<file path="src/rtl/i2c_target.sv">
// i2c_target: SHT40-style I2C responder; ACKs DEV_ADDR, captures written bytes, serves a read frame.
// Define I2C_TARGET_CRC_GEN_EN to replace frame bytes 2 and 5 with an in-block CRC-8.
module i2c_target #(
  parameter logic [6:0] DEV_ADDR = 7'h44,
  parameter int         RD_BYTES = 6
) (
  input  logic        clk,
  input  logic        rst_n,
  input  logic        scl_in,
  input  logic        sda_in,
  output logic        sda_oe,
  input  logic [47:0] meas_data,
  output logic [7:0]  cmd_byte,
  output logic        cmd_valid,
  output logic        busy,
  output logic        master_nack
);
  typedef enum logic [2:0] {IDLE, ADDR, ADDR_ACK, WR_BYTE, WR_ACK, RD_BYTE, RD_ACK, IGNORE} state_t;
  state_t state_q, state_d;
  logic [1:0] scl_sync_q, sda_sync_q;
  logic scl_p_q, sda_p_q, scl, sda, rise, fall, start, stop;
  logic [2:0] bit_q, bit_d, idx_q, idx_d;
  logic ack_q, ack_d, rw_q, rw_d, oe_q, oe_d, busy_q, busy_d, cv_q, cv_d, nack_q, nack_d;
  logic [6:0] shift_q, shift_d;
  logic [7:0] tx_q, tx_d, cmd_q, cmd_d, fb, rd_byte;
  logic [47:0] frame_q, frame_d;
  assign scl = scl_sync_q[1];
  assign sda = sda_sync_q[1];
  assign rise = scl & ~scl_p_q;
  assign fall = ~scl & scl_p_q;
  assign start = scl & sda_p_q & ~sda;
  assign stop = scl & ~sda_p_q & sda;
  assign sda_oe = oe_q;
  assign cmd_byte = cmd_q;
  assign cmd_valid = cv_q;
  assign busy = busy_q;
  assign master_nack = nack_q;
  assign fb = 8'(frame_q >> (6'd40 - {idx_q, 3'b000}));
`ifdef I2C_TARGET_CRC_GEN_EN
  logic [7:0] crc_t_q, crc_h_q;
  logic [4:0] crc_n_q;
  logic fb_t, fb_h, crc_go;
  assign crc_go = (state_q == ADDR_ACK) && (state_d == RD_BYTE);
  assign fb_t = crc_t_q[7] ^ frame_q[6'd47 - {1'b0, crc_n_q}];
  assign fb_h = crc_h_q[7] ^ frame_q[6'd23 - {1'b0, crc_n_q}];
  assign rd_byte = (32'(idx_q) >= RD_BYTES) ? 8'hFF : (idx_q == 3'd2) ? crc_t_q : (idx_q == 3'd5) ? crc_h_q : fb;
  // Both CRCs run MSB-first over the latched frame, finishing long before byte 2 is due.
  always_ff @(posedge clk or negedge rst_n) begin
    if (!rst_n) begin
      crc_t_q <= '0;
      crc_h_q <= '0;
      crc_n_q <= 5'd16;
    end else if (crc_go) begin
      crc_t_q <= 8'hFF;
      crc_h_q <= 8'hFF;
      crc_n_q <= '0;
    end else if (!crc_n_q[4]) begin
      crc_t_q <= {crc_t_q[6:0], 1'b0} ^ (fb_t ? 8'h31 : 8'h00);
      crc_h_q <= {crc_h_q[6:0], 1'b0} ^ (fb_h ? 8'h31 : 8'h00);
      crc_n_q <= crc_n_q + 5'd1;
    end
  end
`else
  assign rd_byte = (32'(idx_q) >= RD_BYTES) ? 8'hFF : fb;
`endif
  always_ff @(posedge clk or negedge rst_n) begin
    if (!rst_n) begin
      scl_sync_q <= '1;
      sda_sync_q <= '1;
      scl_p_q <= 1'b1;
      sda_p_q <= 1'b1;
      state_q <= IDLE;
      bit_q <= '0;
      idx_q <= '0;
      ack_q <= 1'b0;
      rw_q <= 1'b0;
      oe_q <= 1'b0;
      busy_q <= 1'b0;
      cv_q <= 1'b0;
      nack_q <= 1'b0;
      shift_q <= '0;
      tx_q <= '0;
      cmd_q <= '0;
      frame_q <= '0;
    end else begin
      scl_sync_q <= {scl_sync_q[0], scl_in};
      sda_sync_q <= {sda_sync_q[0], sda_in};
      scl_p_q <= scl;
      sda_p_q <= sda;
      state_q <= state_d;
      bit_q <= bit_d;
      idx_q <= idx_d;
      ack_q <= ack_d;
      rw_q <= rw_d;
      oe_q <= oe_d;
      busy_q <= busy_d;
      cv_q <= cv_d;
      nack_q <= nack_d;
      shift_q <= shift_d;
      tx_q <= tx_d;
      cmd_q <= cmd_d;
      frame_q <= frame_d;
    end
  end
  // ack_q marks the second half of a two-step phase (ACK drive, or bit 8 done / master ACK seen).
  always_comb begin
    state_d = state_q;
    bit_d = bit_q;
    idx_d = idx_q;
    ack_d = ack_q;
    rw_d = rw_q;
    oe_d = oe_q;
    busy_d = busy_q;
    cv_d = 1'b0;
    nack_d = 1'b0;
    shift_d = shift_q;
    tx_d = tx_q;
    cmd_d = cmd_q;
    frame_d = frame_q;
    if (start) begin
      state_d = ADDR;
      bit_d = '0;
      ack_d = 1'b0;
      oe_d = 1'b0;
      busy_d = 1'b0;
    end else if (stop) begin
      state_d = IDLE;
      oe_d = 1'b0;
      busy_d = 1'b0;
    end else begin
      case (state_q)
        ADDR: if (rise) begin
          shift_d = {shift_q[5:0], sda};
          bit_d = bit_q + 3'd1;
          if (bit_q == 3'd7) begin
            rw_d = sda;
            ack_d = 1'b0;
            state_d = (shift_q == DEV_ADDR) ? ADDR_ACK : IGNORE;
          end
        end
        ADDR_ACK: if (fall) begin
          ack_d = ~ack_q;
          if (!ack_q) begin
            oe_d = 1'b1;
            busy_d = 1'b1;
          end else begin
            bit_d = '0;
            state_d = rw_q ? RD_BYTE : WR_BYTE;
            oe_d = rw_q & ~meas_data[47];
            if (rw_q) begin
              frame_d = meas_data;
              idx_d = '0;
              tx_d = meas_data[47:40];
            end
          end
        end
        WR_BYTE: if (rise) begin
          shift_d = {shift_q[5:0], sda};
          bit_d = bit_q + 3'd1;
          if (bit_q == 3'd7) begin
            cmd_d = {shift_q, sda};
            cv_d = 1'b1;
            ack_d = 1'b0;
            state_d = WR_ACK;
          end
        end
        WR_ACK: if (fall) begin
          ack_d = ~ack_q;
          oe_d = ~ack_q;
          bit_d = '0;
          state_d = ack_q ? WR_BYTE : WR_ACK;
        end
        RD_BYTE: if (rise) begin
          bit_d = bit_q + 3'd1;
          ack_d = (bit_q == 3'd7);
        end else if (fall) begin
          if (ack_q) begin
            oe_d = 1'b0;
            ack_d = 1'b0;
            state_d = RD_ACK;
          end else begin
            tx_d = {tx_q[6:0], 1'b0};
            oe_d = ~tx_q[6];
          end
        end
        RD_ACK: if (rise && !ack_q) begin
          nack_d = sda;
          state_d = sda ? IGNORE : RD_ACK;
          ack_d = ~sda;
          idx_d = (sda || idx_q == 3'd7) ? idx_q : idx_q + 3'd1;
        end else if (fall && ack_q) begin
          tx_d = rd_byte;
          oe_d = ~rd_byte[7];
          ack_d = 1'b0;
          bit_d = '0;
          state_d = RD_BYTE;
        end
        default: oe_d = 1'b0;
      endcase
    end
  end
endmodule

</file>
<file path="config.mk">
export PLATFORM = sky130hd
export DESIGN_NAME = i2c_target
export DESIGN_NICKNAME = d
export VERILOG_FILES = /design/src/rtl/i2c_target.sv
export SDC_FILE = /design/constraint.sdc
export NUM_CORES = 1
export LEC_CHECK = 0
export BUFFER_PORTS_ARGS = -buffer_cell sky130_fd_sc_hd__buf_4
export CORE_ASPECT_RATIO = 1.1
export CORE_MARGIN = 2
export CORE_UTILIZATION = 30
export DETAILED_ROUTE_END_ITERATION = 10
export GPL_TIMING_DRIVEN = 0
export PLACE_DENSITY = 0.49
export SLEW_MARGIN = 40
export SYNTH_ARGS = -nofsm -noshare
export SYNTH_HDL_FRONTEND = slang
export SYNTH_SLANG_ARGS = --single-unit
</file>
<file path="constraint.sdc">
create_clock -name clk -period 4.8 [get_ports clk]
set_input_delay 0.96 -clock clk [delete_from_list [all_inputs] [get_ports clk]]
set_output_delay 0.96 -clock clk [all_outputs]
set_load 0.01 [all_outputs]
</file>
==> flow_summary.toml, run 1 <==
[run_status]
status = "finished, final reports clean"

[setup_path]
critical_path_arrival_ps = 2780
regToRegEndpoint = "frame_q[36]"
cp_max_fo = 10
critPathTopFamily = "buffers and inverters"
crit_top_cell = "buf_4"
timing.critical_path.cells = "inv_1 > ha_1 > clkbuf_1 > nand3_1 > nor3b_2 > buf_4 > buf_4 > mux2_2"
timing.critical_path.from = "scl_sync_q[1]"
critical-path-max-stage-delay_ps = 400
crit-reg2reg-launch = "scl_sync_q[1]"
setup.worst_path.class = "flop to flop"
critPathBufInv = 4
rrSetupSlack_ps = 2240
setup.worst_path.start_class = "flop"
critPathCaptureType = "flop"
r2r.worst_path.cells = 8
cp_slowest_cell = "dfstp_2"
worstPathRequired_ps = 5020

[pwr]
max-vdd-ir-drop_v = 0.000163
power.combinational.fraction_pct = 30.1
power.share.clock_pct = 31.6
cellInternalPower_uw = 1620
power.sequential.fraction_pct = 38.3
power.static_leakage_uw = 0.00270
pwr_per_cell_area_nw_per_um2 = 422
net_switching_fraction_of_the_power_pct = 32.2
power.switching_uw = 769

[layout]
layout.cell_area.non_filler_sq_um = 5660
layout.nets = 516
drive_above_1_share_pct = 40.5
final_core_util_pct = 37.6
area_growth_pct = 22.6
n_antenna_cell = 0

[die]
die_h_microns = 134
floorplan.initialDensity_pct = 30.7
core_sq_um = 15100
num_io_pins = 64
die_area_sq_um = 16400
die_w_microns = 122
placement_rows = 47

[synthesis]
synth-warning-count = 0
synth_seq_area_share_pct = 49.4
synthesis.nets = 442
netlist_instances = 383
yosys_most_used_dff = "dfrtp_1"
synth_edf_count = 0
avgSynthCellArea_sq_um = 12.1
synth_cell_types = 54
synthArstFlopShare_pct = 100
ys_top_cells_by_area = "dfrtp_1 (46%), mux2_2 (16%), mux4_2 (3.9%)"
yosys.area.top_type = "dfrtp_1"
synth.cell_area_sq_um = 4620
post-synth-top-area-fraction_pct = 46.0
ys_seq_elements = 91

[cts]
clock_tree.htree_level_count = 3
root_buffer = "clkbuf_16"
tritoncts.num_buffers = 9
max-clock-path-buffers = 2
cts_resized = 0
clk_pin_slew_worst_paths_ps = 60
setup_fix_buffers_added_after_clock_tree_synthesis = 0
post_cts_hold_buffer_count = 0
clock_sinks = 91
tritoncts = "done"
clock_insertion_delay_worst_skew_ps = 340

[sta]
max-slew-margin-rel_pct = 50.2
final.min_clock_period_ps = 2560
skew_ps = 4.84
worst-slew-pin-transition_ps = 747
timing.final.max_slew_violations = 0
setup_viol = 0
fmax_mhz = 390
hold_violations = 0
grt_setup_unrepaired = "no"
setup-tns-final_ps = 0
post_route_fraction_of_the_period_consumed_by_the_critical_path_pct = 53.4

[hold_path]
hold_end = "sda_sync_q[1]"
hold_start = "sda_sync_q[0]"
worstHoldPathCells = 0
worst_hold_path_class = "flop to flop"

[placed_design]
place.port_buffers = 63
globalplace.congestion = 0.864
placed_area_sq_um = 5340
place.detailed.hpwl_mm = 8.00

[detailed_routing]
routed_wirelength_mm = 11.3
avgViaCountPerCell = 5.04
initialDrtViolationCount = 118
detail_route.wl_per_cell_microns = 17.1
ant_nets = 0
drc_errors = 0
drt_first_pass_iters = 5
via_count = 3319

[global_routing]
grt_start_max_net_pins = 92
grt_usage_pct = 14.4
grt_first_pass_wirelength_mm = 18.6
globalRouteOverflowTotal = 0
vias_in_the_first_global_route = 3447
antenna_found_initial = 0

[run]
drv_cap = 0
area by class of cell:
| class | instances | area (sq um) |
|---|---|---|
| Fill cell | 1479 | 9390 |
| Sequential cell | 91 | 2280 |
| Multi-Input combinational cell | 254 | 2150 |
| Timing Repair Buffer | 63 | 479 |
| Tap cell | 196 | 245 |
| Clock buffer | 10 | 229 |
| Buffer | 30 | 156 |
| Clock inverter | 6 | 88.8 |
| Inverter | 8 | 30.0 |
worst register-to-register path: cells and delay by family, from the launching register on:
kind	cells	cell delay, ps
and+or+nand+nor	2	580
buffers and inverters	4	960
DFF	1	400
adders and majority gates	1	160
muxes	1	360
placed cells by master, fill, tap and decap left out, types with 3 or more instances in the layout:
master	instances
dfrtp_1	85
mux2_2	66
buf_4	65
nor2_1	27
a21oi_1	23
o21ai_0	14
nand2_1	13
buf_2	13
mux2i_1	11
clkbuf_1	10
clkbuf_16	9
mux4_2	8
inv_1	8
a222oi_1	7
ha_1	7
a211o_1	6
a22o_1	6
dfstp_2	6
nand3_1	5
nand2b_1	5
nor2b_1	5
a31oi_1	4
o22ai_1	3
and2_1	3
routing by layer:
metal / GRT usage (%) / up-vias / part of all wire (%)
li1: - / 1560 / -
met1: 20.1 / 1676 / 47
met2: 22.7 / 76 / 47
met3: 2.89 / 7 / 4.1
met4: 3.96 / 0 / 1.1
met5: 0 / - / 0
how the worst max path moves through the flow:
| stage | slack [ps] | cells past startpoint | endpoint |
|---|---|---|---|
| after floorplan | 2680 | 7 | state_q[0] |
| after global placement | 2270 | 8 | frame_q[42] |
| after detailed placement | 2250 | 8 | frame_q[29] |
| after CTS | 2240 | 8 | frame_q[29] |
| after global routing | 2050 | 8 | frame_q[31] |
| final | 2240 | 8 | frame_q[36] |
registers in the layout (all words and copies together), names as in the netlist:
signal       count
ack_q            1
bit_q            3
busy             1
cmd_byte         8
cmd_valid        1
frame_q         48
idx_q            3
master_nack      1
rw_q             1
scl_p_q          1
scl_sync_q       2
sda_oe           1
sda_p_q          1
sda_sync_q       2
shift_q          7
state_q          3
tx_q             7
metrics by stage:
step           setup WS, ps  instances  hold WS, ps  power (uW)
4_1_cts                2240        658          357        2400
6_report               2240        658          355        2390
2_1_floorplan          2680        383          345        1430
3_3_place_gp           2270        642          346        1630
5_1_grt                2050        658          362        2530
3_5_place_dp           2250        642          347        1640
power by group through the flow:
stage               logic, uW  registers, uW  clock network, uW
floorplan                 520            911                  0
global placement          704            927                  0
detailed placement        708            929                  0
CTS                       712            914                778
global route              798            927                808
finish                    719            913                756
synth_stat cells, types with 5 or more instances:
| cell type | n |
|---|---|
| nand2_1 | 13 |
| mux2i_1 | 11 |
| inv_1 | 8 |
| nand2b_1 | 5 |
| mux2_2 | 66 |
| clkbuf_1 | 9 |
| a21oi_1 | 23 |
| nor2_1 | 27 |
| a211o_1 | 6 |
| dfstp_2 | 6 |
| o21ai_0 | 14 |
| nand3_1 | 5 |
| mux4_2 | 8 |
| nor2b_1 | 5 |
| dfrtp_1 | 85 |
| ha_1 | 7 |
| buf_2 | 13 |
| a22o_1 | 6 |
| a222oi_1 | 7 |
kinds of logic (layout without fill, tap and decap cells):
| kind of cell | after synthesis | after routing | share of synthesized area (%) |
|---|---|---|---|
| multiplexers | 85 | 85 | 22.4 |
| flip-flops | 91 | 91 | 49.4 |
| AND/OR/NAND/NOR | 80 | 80 | 9.78 |
| XOR/XNOR | 2 | 2 | 0.379 |
| buffers and inverters | 38 | 117 | 4.03 |
| AO/OA/AOI/OAI | 80 | 80 | 12.1 |
| adder cells (fa/ha/maj) | 7 | 7 | 1.90 |
(Power assumes the default switching activity.)
==> run 2: changes to the inputs <==
Settings changed: PLACE_DENSITY 0.49 to 0.51.
Clock period 4.8 ns to 2.3 ns, I/O delays scaled along.
==> flow_summary.toml, run 2 (synthesized netlist as in run 1, its figures left out) <==
[detailed_routing]
routed_wirelength_mm = 11.5
ant_nets = 0
initialDrtViolationCount = 179
detail_route.wl_per_cell_microns = 17.4
avgViaCountPerCell = 5.05
drc_errors = 0
drt_first_pass_iters = 4
via_count = 3318

[cts]
clock_tree.htree_level_count = 3
post_cts_hold_buffer_count = 0
root_buffer = "clkbuf_16"
clock_insertion_delay_worst_skew_ps = 340
max-clock-path-buffers = 2
clock_sinks = 91
clk_pin_slew_worst_paths_ps = 70
tritoncts = "done"
tritoncts.num_buffers = 9

[sta]
post_route_fraction_of_the_period_consumed_by_the_critical_path_pct = 95.0
fmax_mhz = 458
hold_violations = 0
final.min_clock_period_ps = 2180
setup_viol = 0
grt_setup_unrepaired = "no"
skew_ps = 5.02
setup-tns-final_ps = 0
timing.final.max_slew_violations = 0
worst-slew-pin-transition_ps = 740
max-slew-margin-rel_pct = 50.7
setup_slack_ps = 115

[setup_path]
setup.worst_path.start_class = "flop"
cp_slowest_cell = "dfstp_2"
critical_path_arrival_ps = 2410
critPathCaptureType = "flop"
critical-path-max-stage-delay_ps = 530
timing.critical_path.cells = "buf_6 > xor2_1 > and2_1 > buf_6 > nor3b_4 > buf_6 > buf_4 > mux2_2"
setup.worst_path.class = "flop to flop"
cp_max_fo = 10
worstPathRequired_ps = 2530
crit_top_cell = "buf_6"

[global_routing]
grt_first_pass_wirelength_mm = 18.6
use_met2_pct = 23.0
globalRouteOverflowTotal = 0
antenna_found_initial = 0
global_route.usage.met1_pct = 19.6
grt_start_max_net_pins = 92
met3_usage_pct = 3.27
grt_usage_pct = 14.5
vias_in_the_first_global_route = 3536
grt_busiest_layer = "met2"

[hold_path]
worst_hold_path_class = "input port to async pin"

[placed_design]
place.detailed.hpwl_mm = 8.06
place.port_buffers = 63
place_worst_setup_slack_ps = -250
globalplace.congestion = 0.853
placed_area_sq_um = 5340

[layout]
layout.nets = 515
sequential_cell_area_sq_um = 2280
layout.cell_area.non_filler_sq_um = 5740
area_growth_pct = 24.3
filler_cell_count = 1475
n_antenna_cell = 0
multi_input_comb_area_sq_um = 2200
max_flop_register = "frame_q"
final_common_cell = "dfrtp_1"
drive_above_1_share_pct = 42.1
largest_reg_flops = 48
final_core_util_pct = 38.1
mostFrequentLayoutCells = "dfrtp_1 (85), buf_4 (67), mux2_2 (66)"

[die]
die_w_microns = 122
die_area_sq_um = 16400
floorplan.initialDensity_pct = 30.7
core_sq_um = 15100
num_io_pins = 64
die_h_microns = 134
placement_rows = 47

[pwr]
power.static_leakage_uw = 0.00273
pwr_per_cell_area_nw_per_um2 = 886
max-vdd-ir-drop_v = 0.000334

[run_status]
status = "finished, final reports clean"

[run]
drv_cap = 0
[run 2: cell count changes in the layout (fill, tap and decap cells not counted), moves of 2 or more]
cell      change
ha_1          -2
clkbuf_4      +2
buf_2         -2
buf_4         +2
clkbuf_1      -3
ha_4          +2
[run 2: cell type report]
| cell class | instances | share of cell area (%) |
|---|---|---|
| flip-flops and latches | 91 | 39.8 |
| clock inverters | 5 | 1.48 |
| multi-input cells | 254 | 38.4 |
| clock buffers | 11 | 4.23 |
| repair buffers | 66 | 8.74 |
| plain buffers | 26 | 2.61 |
| well taps | 196 | 4.27 |
| inverters | 8 | 0.523 |
[run 2: report_power, final]
| part | leakage (uW) | switching (uW) | total [uW] | internal, uW |
|---|---|---|---|---|
| sequential | 0.00121 | 127 | 1910 | 1780 |
| clock | 0.000162 | 633 | 1620 | 990 |
| combinational | 0.00136 | 886 | 1560 | 672 |
[run 2: critical path, delay by kind of cell (launching register included)]
| kind | cells | cell delay, ps |
|---|---|---|
| and+or+nand+nor | 2 | 420 |
| muxes | 1 | 360 |
| xor gates and xnor gates | 1 | 80 |
| buffers and inverters | 4 | 670 |
| DFF | 1 | 530 |
[run 2: routing by layer]
| metal | vias to the layer above | share of wire [%] |
|---|---|---|
| met4 | 0 | 1.2 |
| li1 | 1563 | - |
| met1 | 1665 | 46 |
| met3 | 10 | 5.0 |
| met5 | - | 0 |
| met2 | 80 | 48 |
[run 2: repair_timing]
item | CTS | global route
resized for setup | 4 | 7
setup endpoints to repair | 76 | 29
pin swaps | 1 | 2
cloned | 0 | 0
buffers inserted | 1 | 2
[run 2: final timing paths]
path | startpoint | to | slack [ps] | depth (start not counted)
max in group asynchronous | rst_n | frame_q[4] | 1600 | 1
min in group clk | sda_in | sda_sync_q[0] | 220 | 1
max reg2reg | sda_p_q | frame_q[38] | 120 | 8
min | rst_n | cmd_byte[3] | 170 | 1
max | sda_p_q | frame_q[38] | 120 | 8
min reg2reg | sda_sync_q[0] | sda_sync_q[1] | 360 | 0
[run 2: metrics by stage]
step                      hold WS [ps]  power, uW  std cells
after floorplan                    164       2990        383
after global placement             346       3390        642
after detailed placement           349       3420        642
after CTS                          217       5090        655
after global routing               216       5380        657
final                              173       5090        657
